### src/rtl/cache_fill_arbiter.sv
// Round-robin multi-port cache-miss fill controller: streams one block per grant from pipelined memory.
// Optional critical-word-first ordering with early stall release: define CRITICAL_WORD_FIRST_EN.
module cache_fill_arbiter #(
  parameter int NUM_PORTS       = 2,
  parameter int ADDR_W          = 16,
  parameter int WORDS_PER_BLOCK = 8,
  localparam int OFF_W          = $clog2(WORDS_PER_BLOCK) + 1,
  localparam int GRANT_W        = (NUM_PORTS > 1) ? $clog2(NUM_PORTS) : 1
) (
  input  logic                        clk,
  input  logic                        rst,
  input  logic [NUM_PORTS-1:0]        miss_valid,
  input  logic [NUM_PORTS*ADDR_W-1:0] miss_addr,
  input  logic                        mem_data_valid,
  output logic [NUM_PORTS-1:0]        stall,
  output logic                        mem_req,
  output logic [ADDR_W-1:0]           mem_addr,
  output logic [NUM_PORTS-1:0]        fill_wen,
  output logic [OFF_W-1:0]            fill_offset,
  output logic [NUM_PORTS-1:0]        tag_wen,
  output logic                        busy,
  output logic [GRANT_W-1:0]          grant_id
);

  localparam int IDX_W  = OFF_W - 1;
  localparam int BASE_W = ADDR_W - OFF_W;
  localparam logic [IDX_W-1:0]   LAST_IDX  = IDX_W'(WORDS_PER_BLOCK - 1);
  localparam logic [GRANT_W-1:0] LAST_PORT = GRANT_W'(NUM_PORTS - 1);

  typedef enum logic [1:0] {IDLE, ISSUE, DRAIN} state_t;

  state_t               state;
  logic [GRANT_W-1:0]   rr_ptr;
  logic [BASE_W-1:0]    base;
  logic [IDX_W-1:0]     start;
  logic [IDX_W-1:0]     issue_cnt;
  logic [IDX_W-1:0]     recv_cnt;
  logic [IDX_W-1:0]     next_issue;
  logic [ADDR_W-1:0]    port_addr [NUM_PORTS];
  logic [NUM_PORTS*OFF_W-1:0] unused_addr_lsbs;
  logic                 pick_found;
  logic [GRANT_W-1:0]   pick_id;
  logic [GRANT_W-1:0]   scan_idx;
  logic [IDX_W-1:0]     pick_start;
  logic [NUM_PORTS-1:0] grant_onehot;
  logic                 ret_accept;
  logic                 ret_last;
  logic                 issue_last;

  for (genvar p = 0; p < NUM_PORTS; p++) begin : g_port_addr
    assign port_addr[p] = miss_addr[p*ADDR_W +: ADDR_W];
    assign unused_addr_lsbs[p*OFF_W +: OFF_W] = port_addr[p][OFF_W-1:0];
  end

  // Scan downward so the lowest distance from rr_ptr is the last (winning) assignment.
  always_comb begin
    pick_found = 1'b0;
    pick_id    = '0;
    scan_idx   = '0;
    for (int i = NUM_PORTS - 1; i >= 0; i--) begin
      scan_idx = GRANT_W'((int'(rr_ptr) + i) % NUM_PORTS);
      if (miss_valid[scan_idx]) begin
        pick_found = 1'b1;
        pick_id    = scan_idx;
      end
    end
  end

`ifdef CRITICAL_WORD_FIRST_EN
  assign pick_start = port_addr[pick_id][OFF_W-1:1];
`else
  assign pick_start = '0;
`endif

  assign next_issue   = issue_cnt + 1'b1;
  assign grant_onehot = NUM_PORTS'(1) << grant_id;
  assign ret_accept   = (state != IDLE) && mem_data_valid;
  assign ret_last     = ret_accept && (recv_cnt == LAST_IDX);
  assign issue_last   = (state == ISSUE) && (issue_cnt == LAST_IDX);
  assign fill_wen     = ret_accept ? grant_onehot : '0;
  assign tag_wen      = ret_last ? grant_onehot : '0;
  assign fill_offset  = ret_accept ? {start + recv_cnt, 1'b0} : '0;
  assign busy         = (state != IDLE);

`ifdef CRITICAL_WORD_FIRST_EN
  // Requester may resume once its critical word has landed; the rest of the block fills behind it.
  logic crit_done;
  assign stall = miss_valid & ~(crit_done ? grant_onehot : '0);
`else
  assign stall = miss_valid;
`endif

  always_ff @(posedge clk or negedge rst) begin
    if (!rst) begin
      state     <= IDLE;
      rr_ptr    <= '0;
      grant_id  <= '0;
      base      <= '0;
      start     <= '0;
      issue_cnt <= '0;
      recv_cnt  <= '0;
      mem_req   <= 1'b0;
      mem_addr  <= '1;
`ifdef CRITICAL_WORD_FIRST_EN
      crit_done <= 1'b0;
`endif
    end else begin
      case (state)
        IDLE: begin
          if (pick_found) begin
            state     <= ISSUE;
            grant_id  <= pick_id;
            base      <= port_addr[pick_id][ADDR_W-1:OFF_W];
            start     <= pick_start;
            rr_ptr    <= (pick_id == LAST_PORT) ? '0 : pick_id + 1'b1;
            issue_cnt <= '0;
            recv_cnt  <= '0;
            mem_req   <= 1'b1;
            mem_addr  <= {port_addr[pick_id][ADDR_W-1:OFF_W], pick_start, 1'b0};
          end
        end
        ISSUE, DRAIN: begin
          if (state == ISSUE) begin
            if (issue_last) begin
              state     <= DRAIN;
              issue_cnt <= '0;
              mem_req   <= 1'b0;
              mem_addr  <= '1;
            end else begin
              issue_cnt <= next_issue;
              mem_addr  <= {base, start + next_issue, 1'b0};
            end
          end
          if (ret_accept) begin
            recv_cnt <= recv_cnt + 1'b1;
          end
`ifdef CRITICAL_WORD_FIRST_EN
          if (ret_accept && (recv_cnt == '0)) begin
            crit_done <= 1'b1;
          end
`endif
          // Completion is counted only on returned words, so it overrides any issue-side update.
          if (ret_last) begin
            state     <= IDLE;
            recv_cnt  <= '0;
            issue_cnt <= '0;
            mem_req   <= 1'b0;
            mem_addr  <= '1;
`ifdef CRITICAL_WORD_FIRST_EN
            crit_done <= 1'b0;
`endif
          end
        end
        default: state <= IDLE;
      endcase
    end
  end

endmodule

### config.mk
export PLATFORM = sky130hd
export DESIGN_NAME = cache_fill_arbiter
export DESIGN_NICKNAME = d
export VERILOG_FILES = /design/src/rtl/cache_fill_arbiter.sv
export SDC_FILE = /design/constraint.sdc
export NUM_CORES = 1
export LEC_CHECK = 0
export CELL_PAD_IN_SITES_DETAIL_PLACEMENT = 0
export CELL_PAD_IN_SITES_GLOBAL_PLACEMENT = 1
export CORE_AREA = 2 2 79 81
export CTS_CLUSTER_SIZE = 24
export DETAILED_ROUTE_END_ITERATION = 12
export DIE_AREA = 0 0 81 83
export GPL_ROUTABILITY_DRIVEN = 0
export PLACE_DENSITY = 0.89
export SYNTH_ARGS = -nofsm -noshare
export SYNTH_HDL_FRONTEND = slang
export SYNTH_SLANG_ARGS = --single-unit
export TNS_END_PERCENT = 5
### constraint.sdc
create_clock -name clk -period 3.6 [get_ports clk]
set_clock_uncertainty 0.05 [all_clocks]
set_input_delay 0.9 -clock clk [delete_from_list [all_inputs] [get_ports clk]]
set_output_delay 0.9 -clock clk [all_outputs]
set_load 0.1 [all_outputs]
Yosys cells after proc, flatten, opt, wreduce, memory -nomap -nowiden
Cells that the tools add are included.
{ "word_totals": {"inputBits": 37, "register_bits": 39} }
{ "classes": {"eq_ne": 8, "reduce_logical": 12, "n_mux": 38, "order_cmp": 3, "addsub": 4, "n_shift": 1, "n_bitwise": 1} }
{ "ops": {"columns": ["cell", "count"], "rows": [
  ["$mux W16", 7],
  ["$pmux W16 S2", 1],
  ["$mux W3", 6],
  ["$mux W1", 13],
  ["$mux W2", 6],
  ["$pmux W3 S2", 2],
  ["$ne A3 B3 Y1 const B", 3],
  ["$reduce_and A3 Y1", 3],
  ["$add A3 B1 Y3 const B", 2],
  ["$eq A3 B3 Y1 const B", 2],
  ["$lt A1 B2 Y1 const B", 2],
  ["$mux W4", 1],
  ["$pmux W2 S2", 1],
  ["$reduce_and A4 Y1", 1],
  ["$reduce_bool A2 Y1", 2],
  ["$logic_and A1 B1 Y1", 3],
  ["$add A1 B1 Y1 const B", 2],
  ["$eq A2 B1 Y1 const B", 1],
  ["$eq A2 B2 Y1 const B", 1],
  ["$ge A2 B2 Y1 const B", 1],
  ["$logic_not A2 Y1", 1],
  ["$ne A2 B2 Y1 const B", 1],
  ["$not A1 Y2", 1],
  ["$pmux W1 S2", 1],
  ["3 further kinds", 3]
]} }

Longest topological paths before layout
{ "depth": {"word_depth": 11, "ltp_mapped": 8, "depth_no_buf": 6} }

Worst setup path before layout
OpenSTA, ideal clock, no wires.
{ "synth_path": {"path_kind": "in2out", "from": "input mem_data_valid", "to": "output tag_wen[0]", "t_arrival_ps": 2284, "path_slack_ps": 366, "t_required_ps": 2650, "path_stages": 2, "cell_sequence": "nand3b_4 -> nor2_1"} }
{ "synth_between": {"elab_chain_len": 3} }
{ "synth_rtl": {"columns": ["item", "line_no", "source"], "rows": [
  ["start: declaration", "14", "input logic mem_data_valid,"],
  ["$logic_and A1 B1 Y1", "77", "assign ret_accept = (state != IDLE) && mem_data_valid;"],
  ["$logic_and A1 B1 Y1", "78", "assign ret_last = ret_accept && (recv_cnt == LAST_IDX);"],
  ["$mux W2", "81", "assign tag_wen = ret_last ? grant_onehot : '0;"],
  ["end: declaration", "20", "output logic [NUM_PORTS-1:0] tag_wen,"]
]} }
No other way between the ends.

Worst setup path in the final report
{ "layout_path": {"from": "input mem_data_valid", "to": "output tag_wen[1]"} }
Same word-level chain as after synthesis.

==> results.toml <==
[routing]
top_layer_used = "met4"
wl_met2_um = 2480
drcViolationCount = 0
wl_um = 5030
m1WireLength_um = 2300
firstDrtPassIters = 4
ant_nets = 0
vias = 1841
wire_per_inst_um = 14.2
dr_wl_met3_um = 222
detail_route.vias_per_cell = 5.19
drt-initial-drc-count = 84

[cells_and_area]
fillCellCount = 566
diodes = 0
drive_gt1_share_pct = 21.4
area_delta_synth_final_pct = 33.2
design_area_sq_mm = 0.00291
nNetsFinal = 324

[synth]
ys_ff_latch = 39
synth-main-ff-cell = "dfrtp_1"
syn_area_sq_mm = 0.00219
synthMuxAreaShare_pct = 0.515
async_reset_ff_share_pct = 100
synth_top_family_by_area = "compound AO/OA/AOI/OAI gates"
synth_area_per_cell_sq_um = 9.47
synth-edff-count = 0
synth_adder_area_share_pct = 4.57
synth_cell_types = 38
synthXorXnorAreaFrac_pct = 0
synth-simple-area-share_pct = 21.5
ys_seq_area_share_pct = 45.5
ys_warn_count = 0
syn_nets = 276
synthCells = 231
synth_compound_area_share_pct = 22.5

[timing]
slew_headroom_pct = 43.2
rsz0062_at_grt = "false"
holdWs_ps = 411
fmax_mhz = 315
min_period_ps = 3180
tightest_slew_ps = 852
setup_viol = 0
final-hold-violation-count = 0
slew_viol_final = 0
setup_tns_ps = 0
finalWorstSetupSlack_ps = 420
fin_crit_sh_pct = 88.3

[worst_setup_path]
path_cells = "clkdlybuf4s50_1, nor2b_1, and3_1, buf_12"
crit_required_ps = 2650
r2r-start = "state[0]"
cp_slowest_stage_delay_ps = 540
endpoint = "tag_wen[1]"
cp.arrival_ps = 2230
cp.depth = 4
reg2reg_depth = 6
cp_top_family = "buffers and inverters"
rrSetupSlack_ps = 830
worstSetupPathType = "input port to output port"
startpoint = "mem_data_valid"
cp-start-kind = "input port"
path_buf_inv = 2
critPathSlowestCell = "clkdlybuf4s50_1"
path_max_fanout = 7
r2r_end = "issue_cnt[1]"
end_kind = "output port"

[hold_path]
hold_path_class = "flip-flop to flip-flop"
hold_start = "mem_addr[3]"

[cts]
cts-root-buf = "clkbuf_8"
ctsResizeCount = 0
cts_setup_buffers = 0
cts.sinks = 39
numCtsBuffers = 5
cts_tree = "built"
cts-htree-levels = 2
path_clk_slew_ps = 70
cts_hold_buffers = 0
clk_latency_ps = 290
cts_buffer_depth = 2

[floorplan]
initial_core_util_pct = 37.6
die_w_um = 81
io_pins = 66
dieArea_sq_mm = 0.00672
core_area_sq_mm = 0.00582
rows = 28
fp.dieH_um = 83

[run]
maxCapViolCount = 0

[place]
post-dp-hpwl_um = 3540
pre_cts_ws_ps = 415
placed_cell_area_sq_mm = 0.00280
port_buffers = 56

[global_route]
grt_pass1_wl_um = 8310
grt_max_degree = 40
grt_pass1_vias = 1755
grt-ovfl-total = 0
grt_usage_pct = 15.7
antenna_found_initial = 0

[outcome]
status = "complete, no violations"
[cell families (layout without fill, tap and decap cells)]
logic type / after synthesis / count (layout)
DFF: 39 / 39
AOI/OAI and AO/OA: 73 / 73
muxes: 1 / 1
and+or+nand+nor: 88 / 88
other: 1 / 1
adders and majority gates: 8 / 8
buffers and inverters: 21 / 70
[metrics by stage]
stage,utilization [%],std cells
final,50.1,355
after global routing,50.1,355
after CTS,50.1,355
after detailed placement,48.1,347
after global placement,48.1,347
after floorplan,-,231
[sequential cells by signal, summed over array words and instances (netlist names)]
register / cells
mem_addr: 16
state: 2
issue_cnt: 3
mem_req: 1
rr_ptr: 1
recv_cnt: 3
base: 12
grant_id: 1
[worst min path at each step]
stage,end,slack [ps],depth (start not counted)
2_1_floorplan,base[10],390,2
3_3_place_gp,mem_addr[3],400,2
3_5_place_dp,mem_addr[3],410,2
4_1_cts,mem_addr[3],420,2
5_1_grt,mem_addr[1],430,2
6_report,mem_addr[3],410,2
[area by class of cell]
class                           count  area [sq um]  share of cell area (%)
Multi-Input combinational cell    171          1080                    37.0
Sequential cell                    39           996                    34.2
Timing Repair Buffer               58           613                    21.0
Tap cell                           75          93.8                    3.22
Clock buffer                        6          82.6                    2.83
Clock inverter                      2          35.0                    1.20
Inverter                            4          15.0                   0.515
[cells in the final DEF, fill, tap and decap left out, types with 3 or more instances in the layout]
cell              n
nand2_1          32
clkdlybuf4s50_1  27
o21ai_0          23
dfrtp_1          23
buf_4            21
dfstp_2          16
nand2b_1         13
and3_1           13
o21ai_1          13
a21boi_0         12
nor3_1           12
o31a_1           11
buf_12            9
ha_1              8
clkbuf_8          6
inv_1             4
and2_1            4
nand3_1           4
nor2b_1           3
nor2_1            3
a22o_1            3
[layer usage]
metal	vias up	track usage (%)
met5	-	0
met4	0	3.54
met3	2	5.00
met2	42	25.0
met1	885	20.6
li1	912	-
[synthesized netlist by cell type, types with 3 or more instances]
master | count | area, sq um
nand2b_1 | 13 | 81.3
and3_1 | 13 | 81.3
nand3_1 | 4 | 20.0
o21ai_0 | 23 | 115
and2_1 | 4 | 25.0
buf_2 | 6 | 30.0
dfrtp_1 | 23 | 576
dfstp_2 | 16 | 420
nor2b_1 | 3 | 18.8
o31a_1 | 11 | 96.3
inv_1 | 4 | 15.0
nor2_1 | 3 | 11.3
nor3_1 | 12 | 60.1
ha_1 | 8 | 100
a21boi_0 | 12 | 90.1
clkbuf_1 | 3 | 11.3
nand2_1 | 32 | 120
a22o_1 | 3 | 26.3
o21ai_1 | 13 | 65.1
buf_4 | 7 | 52.6
[worst reg2reg max path: cells and delay by family, from the launching register on]
| kind | cells | cell delay, ps |
|---|---|---|
| compound gates | 2 | 760 |
| fa+ha+maj | 1 | 850 |
| buf+inv | 1 | 80 |
| flops | 1 | 400 |
| simple gates | 2 | 520 |
Power is not shown: default switching activity piles up to over one toggle a cycle in this logic, so the estimate is an artifact.
==> variant (same flow settings) <==
`NUM_PORTS`: 2 -> 4.
--- a/src/rtl/cache_fill_arbiter.sv
+++ b/src/rtl/cache_fill_arbiter.sv
@@ -2,5 +2,5 @@
 // Optional critical-word-first ordering with early stall release: define CRITICAL_WORD_FIRST_EN.
 module cache_fill_arbiter #(
-  parameter int NUM_PORTS       = 2,
+  parameter int NUM_PORTS       = 4,
   parameter int ADDR_W          = 16,
   parameter int WORDS_PER_BLOCK = 8,
Ports: changed (6 resized); port bits go from 66 to 107. No check against the original RTL was run, so the function may have changed too.
==> variant against the unedited design <==
Critical endpoint is now tag_wen[3]. Sequential share of layout area is 8.2 points lower. Final area is 38% higher. Die area stayed put. Highest routed layer unchanged. Fmax is 0.53% higher. Sequential cell count is 2 higher. Area after synthesis is 32% higher. Routed wire length is 46% higher. Setup slack better by 0.017 ns. Critical path depth stayed put.
==> variant: results (changes against the unedited design) <==
DRT iter0 DRCs: 153 (was 84)
met1 wire length: 3470 um (was 2300 um)
instance count of the mapped netlist: 328 (was 231)
synth unique cells: 47 (was 38)
placed cell areas: 0.00390 mm2 (was 0.00280 mm2)
met2 WL: 3470 um (was 2480 um)
Worst Tran Pin Value: 1.09 ns (was 0.852 ns)
synth warn: 0 (unchanged)
IO Port Bufs: 89 (was 56)
CP Max Fanout: 8 (was 7)
DR vias/cell: 5.66 (was 5.19)
met1 Use GR: 32.1% (was 20.6%)
net count after synthesis: 407 (was 276)
fraction of layout cells with a size suffix above 1: 23.2% (was 21.4%)
post-synthesis sequential area ratio: 36.3% (was 45.5%)
Primary FF master, synth: dfrtp_1 (unchanged)
fin nets: 484 (was 324)
Hold WC Path Type: flop to flop (unchanged)
multiplexer share of the synthesized area: 1.13% (was 0.515%)
adder-cell share of the synthesized area: 3.48% (was 4.57%)
Combinational Power: 2.75 mW
first-pass GRT wire length: 11900 um (was 8310 um)
dpl cells: 473 (was 347)
share of the synthesized area in the top cell type: 21.7% (was 26.3%)
pin count of the biggest net entering global routing: 42 (was 40)
via count: 2724 (was 1841)
Synth Area in Compound Gates: 23.3% (was 22.5%)
top post-synthesis cells by count: 44 x nand2_1, 25 x dfrtp_1, 24 x and3_1, 22 x nor2_1, 21 x clkbuf_1 (was 32 x nand2_1, 23 x dfrtp_1, 23 x o21ai_0, 16 x dfstp_2)
Synth area leaders: dfrtp_1 22%, dfstp_2 15%, nand2_1 5.7%, and3_1 5.2%, o221ai_1 3.7% (was dfrtp_1 26%, dfstp_2 19%, nand2_1 5.5%, o21ai_0 5.3%, ha_1 4.6%)
met2 Use GR: 33.8% (was 25.0%)
status: completed (unchanged)
HPWL Detailed: 5490 um (was 3540 um)
Pint: 1.91 mW
met3 layer usage reported by global route: 3.48% (was 5.00%)
WL final: 7340 um (was 5030 um)
Place WS: 0.237 ns (was 0.415 ns)
vias in the first global route: 2509 (was 1755)
GRT Overall Usage: 22.0% (was 15.7%)
variant: critical path: stages:
cell and delay, ns:
clkdlybuf4s50_1 0.50, nand3b_1 0.31, nor2_1 0.29, buf_12 0.21
variant: area by class of cell:
class / instances / area [um2]
flip-flops and latches: 41 / 1050
well taps: 75 / 93.8
multi-input cells: 247 / 1650
clock inverters: 3 / 65.1
repair buffers: 104 / 1090
inverters: 6 / 22.5
fillers: 508 / 1790
clock buffers: 5 / 68.8
variant: path summary, 6_finish.rpt:
path / startpoint / to / slack [ns] / cells after the start
worst max-delay path: mem_data_valid / tag_wen[3] / 0.44 / 4
max in group asynchronous: rst / base[10] / 2.28 / 1
min in group asynchronous: rst / issue_cnt[1] / 0.67 / 1
worst min register to register: issue_cnt[2] / issue_cnt[2] / 0.43 / 2
worst min-delay path: issue_cnt[2] / issue_cnt[2] / 0.43 / 2
worst max register to register: state[1] / mem_addr[12] / 0.83 / 7
